[src/rtl/imem_loader_pkg.sv]
// Shared definitions for the boot-time instruction-memory loader.
package imem_loader_pkg;

  localparam int unsigned INSTR_WIDTH    = 32;
  localparam int unsigned BYTES_PER_WORD = 4;

  typedef enum logic [2:0] {
    S_IDLE,
    S_LEN_LO,
    S_DATA,
    S_FINISH,
    S_DONE,
    S_ERROR
  } state_e;

  // True when an image of 'len' words cannot fit in 2**aw words of memory.
  function automatic logic len_too_big(input logic [15:0] len, input int unsigned aw);
    if (aw >= 16) return 1'b0;
    return 32'(len) > (32'd1 << aw);
  endfunction

endpackage

[src/rtl/imem_loader_timeout.sv]
// Inter-byte idle watchdog: reloads on clear or when disabled, expires after
// TIMEOUT_CYCLES-1 consecutive enabled cycles without a clear.
module loader_timeout #(
  parameter int unsigned TIMEOUT_CYCLES = 100000
) (
  input  logic clock,
  input  logic reset_n,
  input  logic i_en,
  input  logic i_clr,
  output logic o_expire
);

  localparam int unsigned CW = $clog2(TIMEOUT_CYCLES + 1);
  localparam logic [CW-1:0] LOAD = CW'(TIMEOUT_CYCLES - 1);

  logic [CW-1:0] r_cnt;

  always_ff @(posedge clock or negedge reset_n) begin
    if (!reset_n) begin
      r_cnt <= LOAD;
    end else if (i_clr || !i_en) begin
      r_cnt <= LOAD;
    end else if (r_cnt != '0) begin
      r_cnt <= r_cnt - CW'(1);
    end
  end

  // Fires on the cycle whose edge would complete the idle budget; a byte on
  // that same edge (i_clr) wins.
  assign o_expire = i_en && !i_clr && (r_cnt <= CW'(1));

endmodule

[src/rtl/imem_loader.sv]
// Packs a length-prefixed big-endian byte stream into 32-bit words, writes them
// to instruction memory from address 0, and gates the core's run enable.
module imem_loader
  import imem_loader_pkg::*;
#(
  parameter int unsigned ADDR_WIDTH     = 10,
  parameter int unsigned TIMEOUT_CYCLES = 100000
) (
  input  logic                   clock,
  input  logic                   reset_n,
  input  logic [7:0]             rx_data,
  input  logic                   rx_valid,
  output logic                   rx_ready,
  input  logic                   running_switch,
  output logic                   imem_we,
  output logic [ADDR_WIDTH-1:0]  imem_addr,
  output logic [INSTR_WIDTH-1:0] imem_wdata,
  output logic                   loading,
  output logic                   load_done,
  output logic                   load_error,
  output logic                   cpu_run
);

  state_e                   r_state;
  state_e                   w_state_nxt;
  logic [7:0]               r_len_hi;
  logic [15:0]              r_last_idx;
  logic [15:0]              r_word_idx;
  logic [1:0]               r_byte_idx;
  logic [23:0]              r_asm;
  logic                     r_we;
  logic [ADDR_WIDTH-1:0]    r_addr;
  logic [INSTR_WIDTH-1:0]   r_wdata;
  logic                     r_cpu_run;

  logic                     w_rx_ready;
  logic                     w_fire;
  logic                     w_tmo_en;
  logic                     w_expire;
  logic [15:0]              w_len;
  logic                     w_last_byte;
  logic                     w_last_word;

  assign w_len       = {r_len_hi, rx_data};
  assign w_last_byte = (r_byte_idx == 2'(BYTES_PER_WORD - 1));
  assign w_last_word = (r_word_idx == r_last_idx);
  assign w_fire      = rx_valid && w_rx_ready;

  loader_timeout #(
    .TIMEOUT_CYCLES(TIMEOUT_CYCLES)
  ) u_timeout (
    .clock   (clock),
    .reset_n (reset_n),
    .i_en    (w_tmo_en),
    .i_clr   (w_fire),
    .o_expire(w_expire)
  );

  always_ff @(posedge clock or negedge reset_n) begin
    if (!reset_n) begin
      r_state <= S_IDLE;
    end else begin
      r_state <= w_state_nxt;
    end
  end

  always_comb begin
    w_state_nxt = r_state;
    w_rx_ready  = 1'b0;
    w_tmo_en    = 1'b0;
    case (r_state)
      S_IDLE: begin
        w_rx_ready = 1'b1;
        if (rx_valid) w_state_nxt = S_LEN_LO;
      end
      S_LEN_LO: begin
        w_rx_ready = 1'b1;
        w_tmo_en   = 1'b1;
        if (rx_valid) begin
          if (w_len == '0)                         w_state_nxt = S_DONE;
          else if (len_too_big(w_len, ADDR_WIDTH)) w_state_nxt = S_ERROR;
          else                                     w_state_nxt = S_DATA;
        end else if (w_expire) begin
          w_state_nxt = S_ERROR;
        end
      end
      S_DATA: begin
        w_rx_ready = 1'b1;
        w_tmo_en   = 1'b1;
        if (rx_valid) begin
          if (w_last_byte && w_last_word) w_state_nxt = S_FINISH;
        end else if (w_expire) begin
          w_state_nxt = S_ERROR;
        end
      end
      S_FINISH: w_state_nxt = S_DONE;
      S_DONE: begin
        w_rx_ready = !running_switch;
        if (rx_valid && !running_switch) w_state_nxt = S_LEN_LO;
      end
      S_ERROR: w_state_nxt = S_ERROR;
      default: w_state_nxt = S_IDLE;
    endcase
  end

  always_ff @(posedge clock or negedge reset_n) begin
    if (!reset_n) begin
      r_len_hi   <= '0;
      r_last_idx <= '0;
      r_word_idx <= '0;
      r_byte_idx <= '0;
      r_asm      <= '0;
      r_we       <= 1'b0;
      r_addr     <= '0;
      r_wdata    <= '0;
      r_cpu_run  <= 1'b0;
    end else begin
      r_we      <= 1'b0;
      r_cpu_run <= (r_state == S_DONE) && running_switch;
      if (w_fire) begin
        case (r_state)
          S_IDLE, S_DONE: r_len_hi <= rx_data;
          S_LEN_LO: begin
            r_last_idx <= w_len - 16'd1;
            r_word_idx <= '0;
            r_byte_idx <= '0;
          end
          S_DATA: begin
            r_asm      <= {r_asm[15:0], rx_data};
            r_byte_idx <= r_byte_idx + 2'd1;
            if (w_last_byte) begin
              r_we       <= 1'b1;
              r_addr     <= ADDR_WIDTH'(r_word_idx);
              r_wdata    <= {r_asm, rx_data};
              r_word_idx <= r_word_idx + 16'd1;
            end
          end
          default: ;
        endcase
      end
    end
  end

  // The state qualifier keeps cpu_run low on the cycle a reload leaves DONE.
  assign cpu_run    = r_cpu_run && (r_state == S_DONE);
  assign rx_ready   = w_rx_ready;
  assign imem_we    = r_we;
  assign imem_addr  = r_addr;
  assign imem_wdata = r_wdata;
  assign loading    = (r_state == S_LEN_LO) || (r_state == S_DATA) || (r_state == S_FINISH);
  assign load_done  = (r_state == S_DONE);
  assign load_error = (r_state == S_ERROR);

endmodule

[config.mk]
export PLATFORM = sky130hd
export DESIGN_NAME = imem_loader
export DESIGN_NICKNAME = d
export VERILOG_FILES = /design/src/rtl/imem_loader_pkg.sv /design/src/rtl/imem_loader_timeout.sv /design/src/rtl/imem_loader.sv
export SDC_FILE = /design/constraint.sdc
export NUM_CORES = 1
export LEC_CHECK = 0
export ABC_CLOCK_PERIOD_IN_PS = 3700
export BUFFER_PORTS_ARGS = -buffer_cell sky130_fd_sc_hd__buf_2
export CAP_MARGIN = 20
export CORE_MARGIN = 5
export CORE_UTILIZATION = 50
export CTS_BUF_LIST = sky130_fd_sc_hd__clkbuf_4 sky130_fd_sc_hd__clkbuf_8 sky130_fd_sc_hd__clkbuf_16
export CTS_CLUSTER_SIZE = 16
export DETAILED_ROUTE_END_ITERATION = 7
export GPL_ROUTABILITY_DRIVEN = 0
export HOLD_SLACK_MARGIN = 0.12
export PLACE_DENSITY = 0.67
export SLEW_MARGIN = 20
export SYNTH_ARGS = -nofsm -noshare
export SYNTH_HDL_FRONTEND = slang
export SYNTH_SLANG_ARGS = --single-unit
[constraint.sdc]
create_clock -name clock -period 3.7 [get_ports clock]
set_clock_uncertainty 0.05 [all_clocks]
set_input_delay 0.185 -clock clock [delete_from_list [all_inputs] [get_ports clock]]
set_output_delay 0.185 -clock clock [all_outputs]
set_load 0.01 [all_outputs]
## Yosys cells after proc, flatten, opt, wreduce, memory -nomap -nowiden

Index checks and enable logic that the tools add are counted.

- Bits of input ports: 12
- Output and inout bits: 48
- Bits in registers: 130

- Order comparisons: 2
- Reductions and logical operators: 28
- Equal/unequal tests: 11
- Add/sub/neg operators: 4
- Multiplexer cells: 19

Operators by type and width:

| kind | number |
|---|---|
| $mux W17 | 2 |
| $pmux W16 S2 | 1 |
| $mux W3 | 8 |
| $pmux W3 S6 | 1 |
| $le A17 B1 Y1 const B | 1 |
| $reduce_bool A17 Y1 | 1 |
| $sub A17 B1 Y17 const B | 1 |
| $add A16 B1 Y16 const B | 1 |
| $eq A16 B16 Y1 | 1 |
| $gt A16 B11 Y1 const B | 1 |
| $logic_not A16 Y1 | 1 |
| $mux W16 | 1 |
| $sub A16 B1 Y16 const B | 1 |
| $reduce_and A3 Y1 | 3 |
| $reduce_and A2 Y1 | 4 |
| $logic_and A1 B1 Y1 | 7 |
| $eq A3 B2 Y1 const B | 2 |
| $eq A3 B3 Y1 const B | 2 |
| $mux W1 | 4 |
| $ne A2 B2 Y1 const B | 2 |
| $pmux W2 S2 | 1 |
| $reduce_bool A2 Y1 | 2 |
| $reduce_or A2 Y1 | 2 |
| $eq A3 B1 Y1 const B | 1 |
| 9 further kinds | 13 |

## Logic depth before layout (Yosys ltp)

Gate-level depths: netlist (run 1).

- Depth after elaboration: 10
- Mapped depth: 8
- Gate-level depth less buffers: 7

## By module

A second synthesis (run 1) with hierarchy kept.

- Cells, all modules: 529
- Area total of the unflattened synthesis: 6125.9 um^2

By module, submodules not included:

| module | times used | sequential area each (um^2) | area each (um^2) | cells an instance |
|---|---|---|---|---|
| imem_loader | 1 | 2827.7 | 5029.8 | 419 |
| loader_timeout | 1 | 437.9 | 1096.1 | 110 |

## Least setup slack after synthesis (run 1)

OpenSTA, ideal clock, no wires.

- Path kind: register -> register
- Start point: register u_timeout.r_cnt[3]
- End point: register r_state[2]
- Data arrival time: 2.305 ns
- Stages on the path, launching flop included: 8
- Path slack: 1.278 ns
- Cells stage by stage: dfstp_2 > or4_1 > buf_2 > or4_4 > buf_6 > or4_1 > o221ai_1 > a41o_1

- Cells in the longest elaborated chain, start to end: 5
- Elaborated cells between the ends (all ways): 6
- Classes of those cells: order compare: 1; mux: 4; reduce/logical: 1

Ends and longest elaborated chain:

| what | RTL line | text |
|---|---|---|
| from (decl) | imem_loader_timeout.sv:16 | `logic [CW-1:0] r_cnt;` |
| from (signal assigned) | imem_loader_timeout.sv:24 | `r_cnt <= r_cnt - CW'(1);` |
| $le A17 B1 Y1 (*) | imem_loader_timeout.sv:30 | `assign o_expire = i_en && !i_clr && (r_cnt <= CW'(1));` |
| $logic_and A1 B1 Y1 (*) | imem_loader_timeout.sv:30 |  |
| $mux W3 (*) | - |  |
| $mux W3 (on tied branches) | - |  |
| $pmux W3 S6 (*) | - |  |
| to (signal assigned) | imem_loader.sv:63 | `r_state <= w_state_nxt;` |
| to (decl) | imem_loader.sv:24 | `state_e r_state;` |

Every way passes the cells marked *; elsewhere a longest branch is shown, timed or not.
A chain may end at the register's enable or synchronous reset.

## Final worst setup path (run 1)

- Start point: register u_timeout.r_cnt[3]
- End point: register u_timeout.r_cnt[7]

- Cells in the longest elaborated chain, start to end: 3
- Elaborated cells between the ends (all ways): 5
- Classes of those cells: add/sub: 1; mux: 2; reduce/logical: 2

Ends and longest elaborated chain:

| what | RTL line | text |
|---|---|---|
| $sub A17 B1 Y17 | imem_loader_timeout.sv:24 |  |
| $mux W17 | imem_loader_timeout.sv:23 | `end else if (r_cnt != '0) begin` |
| $mux W17 | imem_loader_timeout.sv:21 | `end else if (i_clr \|\| !i_en) begin` |

Several ways; a longest one is shown, not always the timed one. The select of a mux whose other input is x is not followed.

==> results.json, run 1 <==
{
  "yosys.area_share.xor_xnor_pct": 7.71,
  "max_freq_ghz": 0.380,
  "cts_sinks": 130,
  "areaGrowthSynthToFinish_pct": 20.1,
  "leakagePower_uw": 0.00355,
  "end_kind": "register",
  "die_w_um": 119,
  "ys_ff_latch": 130,
  "drc": 0,
  "placed_cells": 787,
  "synth_fa_ha_area_share_pct": 1.27,
  "dpl.hpwl_mm": 9.00,
  "whs_ns": 0.364,
  "yosysWarnings": 0,
  "synthesis.nets": 625,
  "hold_violations": 0,
  "core_sq_mm": 0.0115,
  "vias": 4465,
  "cpMaxStageDelayCell": "nor4_1",
  "placementRows": 39,
  "intPower_uw": 2860,
  "slew_violations": 0,
  "cp.buffers_inverters": 0,
  "die_area_sq_mm": 0.0141,
  "dr.first_iter.drc_count": 264,
  "dr.pass1.iters": 4,
  "max_cap_viol_count": 0,
  "tns_ns": 0,
  "dpl_worst_slack_ns": 1.11,
  "wl_per_cell_um": 15.8,
  "worst_pin_slew_ns": 1.05,
  "p_per_area_mw_per_mm2": 525,
  "path_clk_slew_ns": 0.05,
  "clockRootBuffer": "clkbuf_16",
  "grt_usage_pct": 19.7,
  "synth-edff-count": 0,
  "peakVddDrop_v": 0.000280,
  "io_pins": 60,
  "drt-total-wl_mm": 13.1,
  "avgViaCountPerCell": 5.39,
  "crit_type": "reg -> reg",
  "grt_pass1_vias": 4403,
  "comb_power_share_pct": 8.4,
  "fin_cells": 829,
  "antenna_found_initial": 0,
  "crit_fanout": 7,
  "syn_avg_cell_area_sq_um": 9.74,
  "n_antenna_cell": 0,
  "cts_max_level": 4,
  "cp.required_ns": 3.97,
  "syn_inst": 607,
  "grt_pass1_wl_mm": 22.4,
  "relSlewSlack_pct": 29.4,
  "fin_crit_sh_pct": 71.2,
  "ant_nets": 0,
  "netSwitchingPower_uw": 874,
  "start_util_pct": 51.3,
  "max_stage_delay_ns": 0.89,
  "port_buffers": 59,
  "hp-class": "in -> async",
  "synth_cell_type_count": 46,
  "cts_tree": "yes",
  "yosys.area_share.simple_pct": 22.2,
  "netlist_area_sq_mm": 0.00591,
  "synth_compound_area_share_pct": 6.52,
  "cts_buffer_depth": 2,
  "setup_viol": 0,
  "muxShareOfSynthArea_pct": 4.57,
  "clkLatencyLatePin_ns": 0.41,
  "synth_top_family_by_area": "simple AND/OR/NAND/NOR gates",
  "rr_worst_depth": 5,
  "cts_buffers": 17,
  "synthArstFlopShare_pct": 100,
  "gr-total-overflow": 0,
  "ys_seq_area_share_pct": 55.2,
  "clock_power_share_pct": 47.6,
  "worstPathCellList": "or4_1 -> nor4_1 -> a2111oi_0 -> xnor2_1 -> nand2_1",
  "critPathLaunchType": "register",
  "cp.depth": 5,
  "path_delay_family": "simple AND/OR/NAND/NOR gates",
  "finish.net_count": 692,
  "fin_ws_ns": 1.07,
  "seq_power_share_pct": 44.0,
  "post-route-min-period_ns": 2.63,
  "grt_max_degree": 88,
  "crit_arrival_ns": 2.90,
  "drive_above_1_share_pct": 20.0,
  "p_sw_share_pct": 23.4,
  "ys_dominant_reg_cell": "dfrtp_1",
  "die_h_um": 119,
  "rsz0062_at_grt": "false",
  "status": "finished clean"
}
==> through the flow <==
| stage | cell area, sq um | total power [uW] | utilization (%) |
|---|---|---|---|
| after floorplan | 5910 | 1850 | - |
| after global placement | 6350 | 1950 | 55.2 |
| after detailed placement | 6350 | 1970 | 55.2 |
| after CTS | 7100 | 3760 | 61.6 |
| after global routing | 7100 | 3890 | 61.7 |
| final | 7100 | 3730 | 61.7 |
==> state kept, by name, indices dropped and copies added, names as in the netlist <==
register,count
r_byte_idx,2
r_cpu_run,1
r_len_hi,8
r_last_idx,16
r_state,3
imem_we,1
r_word_idx,16
imem_wdata,32
imem_addr,10
r_asm,24
u_timeout.r_cnt,17
==> logic make-up after synthesis <==
kind of cell,after synthesis
AND/OR/NAND/NOR,297
flip-flops,130
AO/OA/AOI/OAI,62
XOR/XNOR,52
buffers and inverters,36
multiplexers,24
adder cells (fa/ha/maj),6
==> repair_timing <==
item                                   in CTS  in global routing
resized for setup                           0                  0
endpoints found under the hold margin     102                  0
buffers inserted                            0                  0
hold buffers                               11                  0
==> cells in the mapped netlist (all sizes together) (3+ instances only) <==
| library cell | instances | area [sq um] |
|---|---|---|
| nand3 | 5 | 25.0 |
| nand4 | 15 | 93.8 |
| o211ai | 3 | 22.5 |
| o21a | 3 | 22.5 |
| xnor2 | 23 | 201 |
| a21oi | 8 | 40.0 |
| dfstp | 10 | 263 |
| mux2 | 24 | 270 |
| clkbuf | 23 | 86.3 |
| ha | 6 | 75.1 |
| or3 | 4 | 25.0 |
| nor4 | 9 | 56.3 |
| dfrtp | 120 | 3000 |
| o21ai | 30 | 150 |
| nand2 | 184 | 691 |
| buf | 6 | 31.3 |
| inv | 7 | 26.3 |
| and2 | 4 | 25.0 |
| xor2 | 29 | 254 |
| nor3 | 12 | 60.1 |
| and3 | 10 | 62.6 |
| nor2b | 4 | 25.0 |
| o31ai | 5 | 37.5 |
| or4 | 6 | 48.8 |
| nor2 | 36 | 135 |
==> per-layer routing <==
metal	track usage, %	up-vias	share of wire (%)
met5	0	-	0
met2	30.3	93	47
met1	27.7	2174	48
met4	6.59	0	1.3
li1	-	2182	-
met3	4.30	16	4.2
==> layout make-up <==
class                   instances  area, sq um
multi-input cells             441         2530
clock inverters                12          181
clock buffers                  19          453
well taps                     143          179
flip-flops and latches        130         3270
repair buffers                 77          464
fillers                       961         4420
inverters                       7         26.3
==> placed cells by master, fill, tap and decap left out, types with 2 or more instances in the layout <==
| cell type | Yosys | routed |
|---|---|---|
| o31ai_1 | 5 | 5 |
| clkinv_2 | 0 | 2 |
| xor2_1 | 29 | 29 |
| clkbuf_8 | 0 | 2 |
| nor4_1 | 9 | 9 |
| inv_1 | 7 | 7 |
| buf_4 | 0 | 7 |
| bufinv_16 | 0 | 4 |
| ha_1 | 6 | 6 |
| a211o_1 | 2 | 2 |
| nand4_1 | 15 | 15 |
| clkbuf_16 | 0 | 17 |
| nand2_1 | 184 | 184 |
| and3_1 | 10 | 10 |
| nor2_1 | 36 | 36 |
| dfstp_2 | 10 | 10 |
| buf_2 | 1 | 58 |
| dfrtp_1 | 120 | 120 |
| dlygate4sd3_1 | 0 | 11 |
| and2_1 | 4 | 4 |
| or4_1 | 5 | 5 |
| o21ai_1 | 2 | 2 |
| xnor2_1 | 23 | 23 |
| nor3_1 | 12 | 12 |
| o211ai_1 | 3 | 3 |
| o21a_1 | 3 | 3 |
| o21ai_0 | 28 | 28 |
| nand3_1 | 5 | 5 |
| mux2_2 | 24 | 24 |
| a21oi_1 | 8 | 8 |
| nor4bb_4 | 0 | 2 |
| or3_1 | 4 | 4 |
| nor2b_1 | 4 | 4 |
| nand3b_1 | 2 | 2 |
| clkinv_4 | 0 | 4 |
| o41ai_1 | 2 | 2 |
==> path summary, 6_finish.rpt <==
path	from	to	slack, ns
setup / recovery	u_timeout.r_cnt[3]	u_timeout.r_cnt[7]	1.07
hold / removal	reset_n	imem_addr[8]	0.36
setup reg to reg	u_timeout.r_cnt[3]	u_timeout.r_cnt[7]	1.07
hold reg to reg	imem_wdata[25]	imem_wdata[25]	0.41
max in group asynchronous	reset_n	u_timeout.r_cnt[7]	2.40
min in group clock	imem_wdata[25]	imem_wdata[25]	0.41
==> power by group through the flow <==
stage	registers, uW	clock network, uW	logic [uW]
2_1_floorplan	1640	0	214
3_3_place_gp	1660	0	292
3_5_place_dp	1670	0	305
4_1_cts	1640	1800	315
5_1_grt	1660	1870	357
6_report	1640	1780	312
Power figures use the tool's default switching activity.
==> inputs of run 2 (changes only) <==
Settings changed: ABC_CLOCK_PERIOD_IN_PS 3700 to 2300, PLACE_DENSITY 0.67 to 0.7.
Clock period 3.7 ns to 2.3 ns, I/O delays scaled along.
==> run 2 against run 1 <==
Critical path depth is the same. Non-clock buffer count increased by 16. Routed wire length down 0.59%. Clock power is 57% higher. Sequential share of layout area is 0.91 points lower. Final cell count up 2.1%. First-iteration DRC count increased by 28%. Largest cell class unchanged. Largest power group unchanged.
==> results.json, run 2 (synthesis gave the netlist of run 1 again) <==
{
  "dpl.hpwl_mm": 9.10,
  "peakVddDrop_v": 0.000402,
  "placed_area_sq_mm": 0.00650,
  "dpl_worst_slack_ns": 0.0251,
  "final_cell_mix": "nand2_1, dfrtp_1, buf_2, nor2_1, xor2_1",
  "dr.pass1.iters": 4,
  "vias": 4611,
  "cp.required_ns": 2.60,
  "cts_buffer_depth": 2,
  "worst_pin_slew_ns": 0.564,
  "fin_crit_sh_pct": 97.4,
  "relSlewSlack_pct": 62.4,
  "finish.net_count": 708,
  "slew_violations": 0,
  "wl_met2_mm": 5.92,
  "cp.buffers_inverters": 0,
  "fillers": 957,
  "path_clk_slew_ns": 0.06,
  "fin_cells": 846,
  "drt-total-wl_mm": 13.0,
  "rsz0062_at_grt": "false",
  "grt_pass1_vias": 4428,
  "grt_usage_pct": 19.9,
  "clockRootBuffer": "clkbuf_16",
  "max_freq_ghz": 0.447,
  "n_antenna_cell": 0,
  "wl_met3_um": 758,
  "crit_fanout": 9,
  "setup_viol": 0,
  "reg2reg_slack_ns": 0.06,
  "post-route-min-period_ns": 2.24,
  "die_h_um": 119,
  "critPathCapture": "r_state[2]",
  "hp-class": "in -> async",
  "r2r-start": "u_timeout.r_cnt[3]",
  "grt_pass1_wl_mm": 22.4,
  "fin_ws_ns": 0.0605,
  "cp.depth": 5,
  "cts_tree": "yes",
  "path_delay_family": "simple AND/OR/NAND/NOR gates",
  "die_w_um": 119,
  "die_area_sq_mm": 0.0141,
  "grt_max_degree": 56,
  "ant_nets": 0,
  "max_stage_delay_ns": 0.53,
  "crit_path_frequent_cell": "or4_1",
  "io_pins": 60,
  "rr_worst_depth": 5,
  "wl_per_cell_um": 15.4,
  "gr-total-overflow": 0,
  "areaGrowthSynthToFinish_pct": 22.5,
  "start_util_pct": 51.3,
  "leakagePower_uw": 0.00361,
  "placed_cells": 803,
  "worstPathCellList": "or4_1 -> or4_4 -> or4_1 -> o221ai_1 -> a41o_1",
  "placementRows": 39,
  "hold_violations": 0,
  "status": "finished clean",
  "cpMaxStageDelayCell": "or4_1",
  "reg2reg_to": "r_state[2]",
  "topRoutingLayerUsed": "met4",
  "layout_commonest_cell": "nand2_1",
  "critPathLaunchType": "register",
  "post-cts-setup-buffer-count": 0,
  "end_kind": "register",
  "avgViaCountPerCell": 5.45,
  "max_cap_viol_count": 0,
  "antenna_found_initial": 0,
  "cts_buffers": 17,
  "core_sq_mm": 0.0115,
  "largest_reg_flops": 32,
  "crit_arrival_ns": 2.54,
  "final_cell_area_sq_mm": 0.00724,
  "drc": 0,
  "crit_type": "reg -> reg",
  "clkLatencyLatePin_ns": 0.42,
  "drive_above_1_share_pct": 22.2,
  "port_buffers": 59,
  "wl_met1_mm": 6.14,
  "cts_sinks": 130,
  "p_per_area_mw_per_mm2": 821,
  "crit_start": "u_timeout.r_cnt[3]",
  "dr.first_iter.drc_count": 338,
  "cts_max_level": 4
}
[run 2: repair_timing]
item,4_1_cts,5_1_grt
endpoints found under the setup margin,0,6
hold endpoints to repair,155,0
gates resized for setup,0,2
hold buffers,11,0
[run 2: worst register-to-register path, stage by stage, from the launching register on]
cell and delay (ns):
dfstp_2 0.37, or4_1 0.53, or4_4 0.50, or4_1 0.52, o221ai_1 0.08, a41o_1 0.12
[run 2: area by class of cell]
cell class / count / area [sq um] / share of cell area [%]
Multi-Input combinational cell: 441 / 2540 / 35.1
Inverter: 7 / 26.3 / 0.363
Clock inverter: 11 / 153 / 2.11
Tap cell: 143 / 179 / 2.47
Clock buffer: 21 / 474 / 6.55
Timing Repair Buffer: 93 / 606 / 8.36
Sequential cell: 130 / 3270 / 45.1
[run 2: routing by layer]
metal | vias up | GRT usage, %
met5 | - | 0
met4 | 0 | 7.24
met3 | 16 | 5.92
met2 | 133 | 29.4
met1 | 2246 | 27.9
li1 | 2216 | -
[run 2: per-stage QoR]
stage	TNS (ns)	power [uW]	util, %	hold slack [ns]
after floorplan	-0.156	2980	-	-0.231
after global placement	0	3150	56.4	0.0531
after detailed placement	0	3170	56.4	0.0576
after CTS	0	5990	62.8	0.164
after global routing	0	6210	62.9	0.185
final	0	5940	62.9	0.157
[run 2: power breakdown]
part / total [uW] / internal, uW / switching, uW
Clock: 2800 / 1800 / 993
Sequential: 2650 / 2480 / 171
Combinational: 498 / 259 / 239
[run 2: how the worst min path moves through the flow]
stage,startpoint,endpoint,slack (ns),cells after the start
CTS,reset_n,imem_addr[6],0.16,2
finish,reset_n,imem_addr[6],0.16,2
global placement,reset_n,imem_addr[7],0.05,1
floorplan,reset_n,imem_addr[0],-0.23,0
global route,reset_n,imem_addr[6],0.19,2
detailed placement,reset_n,imem_addr[7],0.06,1
